**config.mk**
```make
export PLATFORM = sky130hd
export DESIGN_NAME = emu_clk_osc
export DESIGN_NICKNAME = d
export VERILOG_FILES = /design/src/rtl/emu_osc_pkg.sv /design/src/rtl/dt_countdown.sv /design/src/rtl/emu_clk_osc.sv
export SDC_FILE = /design/constraint.sdc
export NUM_CORES = 1
export LEC_CHECK = 0
export ABC_AREA = 1
export CORE_ASPECT_RATIO = 0.75
export CORE_UTILIZATION = 52
export CTS_BUF_LIST = sky130_fd_sc_hd__clkbuf_8
export DETAILED_ROUTE_END_ITERATION = 10
export PLACE_DENSITY = 0.94
export SYNTH_ARGS = -nofsm -noshare
export SYNTH_HDL_FRONTEND = slang
export SYNTH_SLANG_ARGS = --single-unit
```
**constraint.sdc**
```tcl
create_clock -name clk_i -period 2.37 [get_ports clk_i]
set_input_delay 0.474 -clock clk_i [delete_from_list [all_inputs] [get_ports clk_i]]
set_output_delay 0.474 -clock clk_i [all_outputs]
set_load 0.1 [all_outputs]
```
**src/rtl/emu_osc_pkg.sv**
```systemverilog
// Shared types and helpers for the emulated-clock oscillator.
package emu_osc_pkg;

    typedef enum logic [1:0] {
        ST_IDLE = 2'd0,
        ST_LOW  = 2'd1,
        ST_HIGH = 2'd2
    } osc_state_e;

    localparam int DT_WIDTH_DEF  = 32;
    localparam int CNT_WIDTH_DEF = 16;

    // A zero-length phase would request dt=0 forever and stall emulated time.
    function automatic logic [63:0] clamp_dur(input logic [63:0] x);
        return (x == 64'd0) ? 64'd1 : x;
    endfunction

endpackage

```
**src/rtl/dt_countdown.sv**
```systemverilog
// Remaining-time register for the current phase: load, compare against the grant, subtract.
module dt_countdown #(
    parameter int DT_WIDTH = 32
) (
    input  logic                clk_i,
    input  logic                rst_n_i,
    input  logic                load_i,
    input  logic [DT_WIDTH-1:0] load_val_i,
    input  logic                dec_i,
    input  logic [DT_WIDTH-1:0] dt_i,
    output logic [DT_WIDTH-1:0] rem_o,
    output logic                done_o,
    output logic                over_o
);

    logic [DT_WIDTH-1:0] rem;

    assign rem_o  = rem;
    assign done_o = (dt_i >= rem);
    assign over_o = (dt_i > rem);

    // Subtraction only happens when the grant is strictly smaller, so it never wraps.
    always_ff @(posedge clk_i or negedge rst_n_i) begin
        if (!rst_n_i) begin
            rem <= '0;
        end else if (load_i) begin
            rem <= load_val_i;
        end else if (dec_i && !done_o) begin
            rem <= rem - dt_i;
        end
    end

endmodule

```
**src/rtl/emu_clk_osc.sv**
```systemverilog
// Emulated-clock oscillator: requests time to next edge, consumes grants, toggles on exhaustion.
module emu_clk_osc
    import emu_osc_pkg::*;
#(
    parameter int DT_WIDTH  = DT_WIDTH_DEF,
    parameter int CNT_WIDTH = CNT_WIDTH_DEF
) (
    input  logic                 clk_i,
    input  logic                 rst_n_i,
    input  logic [DT_WIDTH-1:0]  t_lo_i,
    input  logic [DT_WIDTH-1:0]  t_hi_i,
    input  logic                 step_i,
    input  logic [DT_WIDTH-1:0]  dt_i,
    output logic [DT_WIDTH-1:0]  dt_req_o,
    output logic                 clk_val_o,
    output logic                 rise_o,
    output logic                 fall_o,
    output logic [CNT_WIDTH-1:0] edge_cnt_o,
    output logic                 overrun_o
);

    osc_state_e          state;
    logic [DT_WIDTH-1:0] lo_dur, hi_dur, load_val, rem;
    logic                active, load, done, over, phase_end;

    assign lo_dur    = DT_WIDTH'(clamp_dur(64'(t_lo_i)));
    assign hi_dur    = DT_WIDTH'(clamp_dur(64'(t_hi_i)));
    assign active    = (state != ST_IDLE);
    assign phase_end = active && step_i && done;
    assign load      = (state == ST_IDLE) || phase_end;
    assign load_val  = (state == ST_LOW) ? hi_dur : lo_dur;
    assign dt_req_o  = rem;

    dt_countdown #(.DT_WIDTH(DT_WIDTH)) u_countdown (
        .clk_i      (clk_i),
        .rst_n_i    (rst_n_i),
        .load_i     (load),
        .load_val_i (load_val),
        .dec_i      (active && step_i),
        .dt_i       (dt_i),
        .rem_o      (rem),
        .done_o     (done),
        .over_o     (over)
    );

    always_ff @(posedge clk_i or negedge rst_n_i) begin
        if (!rst_n_i) begin
            state      <= ST_IDLE;
            clk_val_o  <= 1'b0;
            rise_o     <= 1'b0;
            fall_o     <= 1'b0;
            edge_cnt_o <= '0;
            overrun_o  <= 1'b0;
        end else begin
            rise_o <= 1'b0;
            fall_o <= 1'b0;
            case (state)
                ST_IDLE: begin
                    state     <= ST_LOW;
                    clk_val_o <= 1'b0;
                end
                ST_LOW: begin
                    if (phase_end) begin
                        state      <= ST_HIGH;
                        clk_val_o  <= 1'b1;
                        rise_o     <= 1'b1;
                        edge_cnt_o <= edge_cnt_o + CNT_WIDTH'(1);
                        overrun_o  <= overrun_o | over;
                    end
                end
                ST_HIGH: begin
                    if (phase_end) begin
                        state     <= ST_LOW;
                        clk_val_o <= 1'b0;
                        fall_o    <= 1'b1;
                        overrun_o <= overrun_o | over;
                    end
                end
                default: state <= ST_IDLE;
            endcase
        end
    end

endmodule

```
## Word level (Yosys, flattened, before mapping)

Index checks and enable logic that the tools add are counted.

| storage, ports and cells | value |
|---|---|
| register bits after elaboration | 54 |
| logic and storage cells | 46 |

| cells by class | value |
|---|---|
| add/subtract/negate cells | 2 |
| magnitude comparators | 2 |
| equality and inequality tests | 4 |
| mux-type cells | 14 |
| bitwise operators | 1 |
| reductions and logical operators | 16 |

Operator list:

| kind | count |
|---|---|
| $mux 32 | 5 |
| $logic_not 32->1 | 2 |
| $ge 32x32->1 | 1 |
| $gt 32x32->1 | 1 |
| $sub 32x32->32 | 1 |
| $add 16x1->16 const B | 1 |
| $pmux 2 s3 | 1 |
| $reduce_and 2->1 | 3 |
| $mux 1 | 5 |
| $mux 2 | 2 |
| $ne 2x2->1 const B | 2 |
| $reduce_bool 2->1 | 2 |
| $logic_and 1x1->1 | 3 |
| $pmux 1 s3 | 1 |
| $reduce_and 3->1 | 1 |
| $reduce_bool 3->1 | 1 |
| $eq 2x1->1 const B | 1 |
| $eq 2x2->1 const B | 1 |
| $logic_not 2->1 | 1 |
| $reduce_or 2->1 | 1 |
| $logic_not 1->1 | 1 |
| $logic_or 1x1->1 | 1 |
| $or 1x1->1 | 1 |

## Longest topological paths before layout

| depth | value |
|---|---|
| depth after elaboration | 5 |
| mapped depth | 20 |
| depth with buffers taken out | 19 |

## Modules after synthesis

A second synthesis with hierarchy kept.

| unflattened totals | value |
|---|---|
| cells, all modules | 1068 |
| area total of the unflattened synthesis | 5969.5 um^2 |

Modules (own cells, without submodules):

| module | times used | cells each | area each (um^2) | seq. area each (um^2) |
|---|---|---|---|---|
| dt_countdown | 1 | 782 | 4234.1 | 800.8 |
| emu_clk_osc | 1 | 286 | 1735.4 | 550.5 |

## Worst setup path before layout

OpenSTA, ideal clock, no wires.

| timing path | value |
|---|---|
| path type | reg-to-reg |
| start point | reg u_countdown.rem[0] (netlist: u_countdown.rem_o[0]) |
| end point | reg u_countdown.rem[2] (netlist: u_countdown.rem_o[2]) |
| library setup time | 0.120 ns |
| data arrival time | 2.618 ns |
| required time | 2.250 ns |
| slack | -0.368 ns |
| stages on the path, launching flop included | 21 |
| path buffers | 1 |
| cells stage by stage | dfrtp_1 -> inv_1 -> ha_1 -> inv_1 -> fa_1 -> nand2_1 -> nand2_1 -> nand3_2 -> nand2_2 -> nand2_2 -> nand2_2 -> nand2_1 -> nand2_2 -> nand2_2 -> nand2_8 -> nand2_4 -> buf_6 -> nand2_1 -> nand2_1 -> nand2_1 -> nand2_1 |

| between the ends | value |
|---|---|
| word-level cells in the longest chain between the ends | 4 |
| elaborated cells on any way between the ends | 9 |
| classes of those cells | add/sub (1); order compare (1); mux (2); reduce/logical (5) |

RTL lines:

| what | line | RTL |
|---|---|---|
| start: declaration | dt_countdown.sv:16 | `logic [DT_WIDTH-1:0] rem;` |
| start signal: assignment | dt_countdown.sv:27 | `rem <= load_val_i;` |
| start signal: assignment | dt_countdown.sv:29 | `rem <= rem - dt_i;` |
| $ge 32x32->1 | dt_countdown.sv:19 | `assign done_o = (dt_i >= rem);` |
| $logic_and 1x1->1 / $logic_not 1->1 (equally long branches) | emu_clk_osc.sv:29, dt_countdown.sv:28 |  |
| $logic_or 1x1->1 / $logic_and 1x1->1 (equally long branches) | emu_clk_osc.sv:30, dt_countdown.sv:28 |  |
| $mux 32 / $reduce_bool 2->1 (equally long branches) | - |  |

Several ways; a longest one is shown, not always the timed one. The select of a mux whose other input is x is not followed.
A chain may end at the register's enable or synchronous reset.

## Worst setup path in the final report

| timing path | value |
|---|---|
| start point | in dt_i[1] |
| end point | reg state[0] |

| between the ends | value |
|---|---|
| word-level cells in the longest chain between the ends | 4 |
| elaborated cells on any way between the ends | 5 |
| classes of those cells | order compare (1); eq/ne (2); reduce/logical (2) |

RTL lines:

| what | line | RTL |
|---|---|---|
| start: declaration | emu_clk_osc.sv:13 | `input logic [DT_WIDTH-1:0] dt_i,` |
| $ge 32x32->1 * | dt_countdown.sv:19 |  |
| $logic_and 1x1->1 * | emu_clk_osc.sv:29 | `assign phase_end = active && step_i && done;` |
| $ne 2x2->1 (no line) | - |  |
| $reduce_and 2->1 (no line) * | - |  |
| end signal: assignment | emu_clk_osc.sv:48 | `state <= ST_IDLE;` |
| end signal: assignment | emu_clk_osc.sv:59 | `state <= ST_LOW;` |
| end signal: assignment | emu_clk_osc.sv:64 | `state <= ST_HIGH;` |
| end: declaration | emu_clk_osc.sv:22 | `osc_state_e state;` |

Mark *: on every way between the ends. The rest lies on a longest branch, timed or not.

==> results.yml <==
timing:
  setup_viol: 52
  period_minus_slack_ps: 2640
  hold_viol: 0
  slew_headroom: 0.513
  period_share: 1.11
  slew_violations: 0
  worstMarginPinSlew_ps: 731
  fmax_mhz: 378
  rsz0062_at_grt: "yes"
  setup_slack_ps: -272
  fin_setup_tns_ps: -9880
  finClkSkew_ps: 10.6
grt:
  antenna_found_initial: 1
  top_usage_layer: "met2"
  grt_remaining_overflow: 0
  grtUsageMet2: 0.616
  gr-usage-all-layers: 0.389
  grt_pass1_vias: 7364
  grt_max_degree: 33
  met3_usage: 0.0915
  met1_usage: 0.506
  grt_pass1_wl_um: 36200
die:
  design.die.area_mm2: 0.0121
  core-area_mm2: 0.0111
  io_pins: 151
  die_w_um: 126
  start_util: 0.544
  die_h_um: 95.3
  rows: 33
clock_network:
  clockBufferDepth: 2
  tritoncts: "yes"
  cts_made_buffers: 5
  clk_pin_slew_worst_paths_ps: 120
  h-tree-depth: 2
  cts-root-buf: "clkbuf_8"
  postCtsHoldBufs: 0
  clk_latency_ps: 340
  cts_sinks: 54
placed_design:
  dp_cells: 1389
  dp_hpwl_um: 18100
  preCtsSetupSlack_ps: -511
  portBuffers: 150
  place.gp.congestion: 1.06
logic_synthesis:
  yosysTopAreaCell: "nand2_1"
  synth_area_mm2: 0.00604
  synth_fp_nets: 1145
  avgSynthCellArea_um2: 5.99
  yosysWarningCount: 0
  syn-instance-count: 1009
  ys_top_cells_by_area: "nand2_1 (26%), dfrtp_1 (22%), inv_1 (11%), ha_1 (7.5%), nand3_1 (5.7%)"
  synth.distinct_cells: 36
  ys_seq_area_frac: 0.224
  yosys.area.top_type_share: 0.258
  ys_seq_elements: 54
critical_path:
  cp-end-kind: "flip-flop"
  crit_required_ps: 2610
  timing.rr.end: "state[0]"
  r2r_cells: 17
  r2r-start: "u_countdown.rem_o[0]"
  crit_path_start_kind: "input port"
  path_class: "input port to flip-flop"
  path_max_fanout: 6
  reg2reg_slack_ps: -270
  arrival_ps: 2880
route:
  post-route-drc-count: 0
  vias: 8388
  routed_wl_um: 27000
  ant_nets: 0
  wl_per_cell_um: 19.2
  viasPerCell: 5.95
  firstDrtPassIters: 9
  drtIter0Drc: 1095
cells_and_area:
  antenna_cells: 0
  stdcell_count: 1410
  final_common_cell: "nand2_1"
  drive_above_1_share: 0.300
  fill_cells: 606
  nNetsFinal: 1405
  layout_common_cells: "nand2_1 (350), inv_1 (172), buf_4 (165)"
  area_growth_syn_to_layout_pct: 55.3
status:
  status: "finished with violations"
  violations: "setup timing"
run:
  drv_cap: 0
worst_hold_path:
  hp-class: "input port to asynchronous set/reset pin"
==> kinds of logic after synthesis <==
group,Yosys count,share of synthesized area
AO/OA/AOI/OAI,37,0.0319
XOR/XNOR,27,0.0391
adder cells (fa/ha/maj),37,0.0779
buffers and inverters,208,0.138
flip-flops,54,0.224
multiplexers,28,0.0464
AND/OR/NAND/NOR,618,0.443
==> state kept, by name, indices dropped and copies added, names as in the netlist <==
name and count:
fall_o 1, edge_cnt_o 16, rise_o 1, u_countdown.rem_o 32, state 2, clk_val_o 1, overrun_o 1
==> final cells by class <==
type                       count  area, um2  area share
timing repair buffer         274       2420       0.258
clock inverter                 3       18.8     0.00200
inverter                     187        714      0.0762
clock buffer                   5       68.8     0.00734
tap                          140        175      0.0187
multi-input combinational    747       4590       0.489
sequential                    54       1390       0.149
==> worst max path at each step <==
stage                          from                    end  slack (ps)  cells past startpoint
5_1_grt        u_countdown.rem_o[0]               state[0]        -370                     17
4_1_cts        u_countdown.rem_o[0]          edge_cnt_o[2]         -50                     19
3_3_place_gp               dt_i[25]  u_countdown.rem_o[29]        -470                     16
6_report                    dt_i[1]               state[0]        -270                     16
2_1_floorplan  u_countdown.rem_o[0]  u_countdown.rem_o[22]         -40                     19
3_5_place_dp               dt_i[25]  u_countdown.rem_o[29]        -510                     16
==> critical path, stage by stage <==
cell	delay, ps
clkdlybuf4s50_1	470
inv_2	50
fa_2	420
nand2_2	130
nand2_2	100
nand3_2	110
nand2_4	70
nand2_2	90
nand2_2	70
nand2_2	100
nand2_4	60
nand2_4	80
nand2_8	100
o21ai_0	250
o21ai_0	160
o21ai_0	140
==> per-stage QoR <==
step	utilization	hold WS (ps)	area, um2
floorplan	-	178	6120
detailed placement	0.759	466	8430
global placement	0.759	462	8430
finish	0.844	175	9380
CTS	0.789	189	8760
global route	0.844	202	9380
==> routing by layer <==
layer  vias up  share of wire
met2       765           0.44
met4         2          0.063
li1       3632              -
met5         -         0.0018
met1      3796           0.36
met3       193           0.14
==> synth_stat cells (all sizes together) <==
library cell and count:
ha 36, nand3b 23, xor2 20, clkinv 2
and3 1, xnor2 7, nor4 19, nor3 6
nor2 59, and2 2, nand3 70, or2 1
nand2 429, a21o 1, nand4 8, fa 1
dfrtp 54, buf 12, o21ai 16, a21oi 18
o21bai 2, mux2i 28, inv 185, clkbuf 9
==> what timing repair did <==
action / 4_1_cts / 5_1_grt
buffers inserted: 6 / 5
endpoints found under the setup margin: 51 / 52
pin swaps: 12 / 47
gates resized for setup: 45 / 114
gates cloned: 0 / 2
hold endpoints to repair: 0 / 0
Power is not shown: default switching activity piles up to over one toggle a cycle in this logic, so the estimate is an artifact.
==> variant (same flow settings) <==
`CNT_WIDTH_DEF`: 16 -> 32.
--- a/src/rtl/emu_osc_pkg.sv
+++ b/src/rtl/emu_osc_pkg.sv
@@ -9,5 +9,5 @@
 
     localparam int DT_WIDTH_DEF  = 32;
-    localparam int CNT_WIDTH_DEF = 16;
+    localparam int CNT_WIDTH_DEF = 32;
 
     // A zero-length phase would request dt=0 forever and stall emulated time.
Interface: changed (resized edge_cnt_o); port bits go from 151 to 167. No check against the original RTL was run, so the function may have changed too.
==> variant against the unedited design <==
The run now fails in global routing; area after synthesis is 19% higher.
==> variant: results (changes against the unedited design) <==
Parameter                              Value

Synthesis
  Synthesized netlist net count    1,368 (+19%)
  Warnings, synthesis    0 (unchanged)
  List of most frequent post-synthesis cells    471 x sky130_fd_sc_hd__nand2_1, 239 x sky130_fd_sc_hd__inv_1, 92 x sky130_fd_sc_hd__nor2_1
  Commonest register cell after synthesis    sky130_fd_sc_hd__dfrtp_1
  Cell types with the largest area share after synthesis    sky130_fd_sc_hd__nand2_1 25%, sky130_fd_sc_hd__dfrtp_1 24%, sky130_fd_sc_hd__inv_1 13%, sky130_fd_sc_hd__ha_1 6.3%, sky130_fd_sc_hd__nand3_1 5.6%
  Sequential element share of the synthesized area    24.4% (+2.0 points)
  Post-synthesis register bit count    70 (+30%)
  Number of distinct library cell variants in the gate-level netlist after synthesis    35 (-2.8%)
  Proportion of register bits with asynchronous set or reset after synthesis    100% (unchanged)

Global routing
  Total GRT Usage    73.7%
  Busiest layer in global routing    met2
  Met3 usage    64.9%
  Routing usage on met2    86.0%
  Pin count of the biggest net entering global routing    35
  GRT met1 Usage    76.8%
  Total global routing overflow    38

Placed design
  Number of buffers inserted by port buffering    166 (+11%)
  Final weighted congestion in routability-driven placement    1.25 (+18%)
  Post-placement worst setup slack    -0.566 ns (-0.0555 ns)
  HPWL after detailed placement    20.6 mm (+14%)

CTS
  Number of buffers added by the clock tree synthesis step    9 (+4)
  Clock root buffer master    sky130_fd_sc_hd__clkbuf_8
  Max Buffers Root-to-Sink    2 (unchanged)
  Maximum level of the CTS H-tree    3 (+1)

Status
  First Err    [ERROR GRT-0232] Routing congestion too high. Check the congestion heatmap in the GUI.
  Status    aborted with a tool error
  Stopped at    global routing

Timing
  Worst EP post-GRT repair    edge_cnt_o[29]$_DFFE_PN0P_/D
  Kind of endpoint with the least setup slack    register input
## variant: cell count changes after synthesis, sizes merged, moves of 14 or more
| cell | delta |
|---|---|
| nand4 | +14 |
| inv | +57 |
| nand2 | +50 |
| nor2 | +38 |
| mux2i | -27 |
| o21ai | +34 |
| dfrtp | +16 |
## variant: what timing repair did
item | in CTS
setup buffers | 15
resized for setup | 71
gates cloned | 6
endpoints found under the setup margin | 68
pin swaps | 20
## variant: cells by family after synthesis
family,Yosys count,synth area share [%]
adder cells (fa/ha/maj),37,6.56
multiplexers,1,0.139
AND/OR/NAND/NOR,734,43.2
AO/OA/AOI/OAI,82,6.22
XOR/XNOR,36,4.50
buffers and inverters,272,15.0
flip-flops,70,24.4
## variant: through the flow
step / hold WS, ns / instances / area [sq um]
4_1_cts: 0.0672 / 1693 / 10500
3_5_place_dp: 0.455 / 1656 / 9730
3_3_place_gp: 0.447 / 1656 / 9730
2_1_floorplan: 0.178 / 1232 / 7260
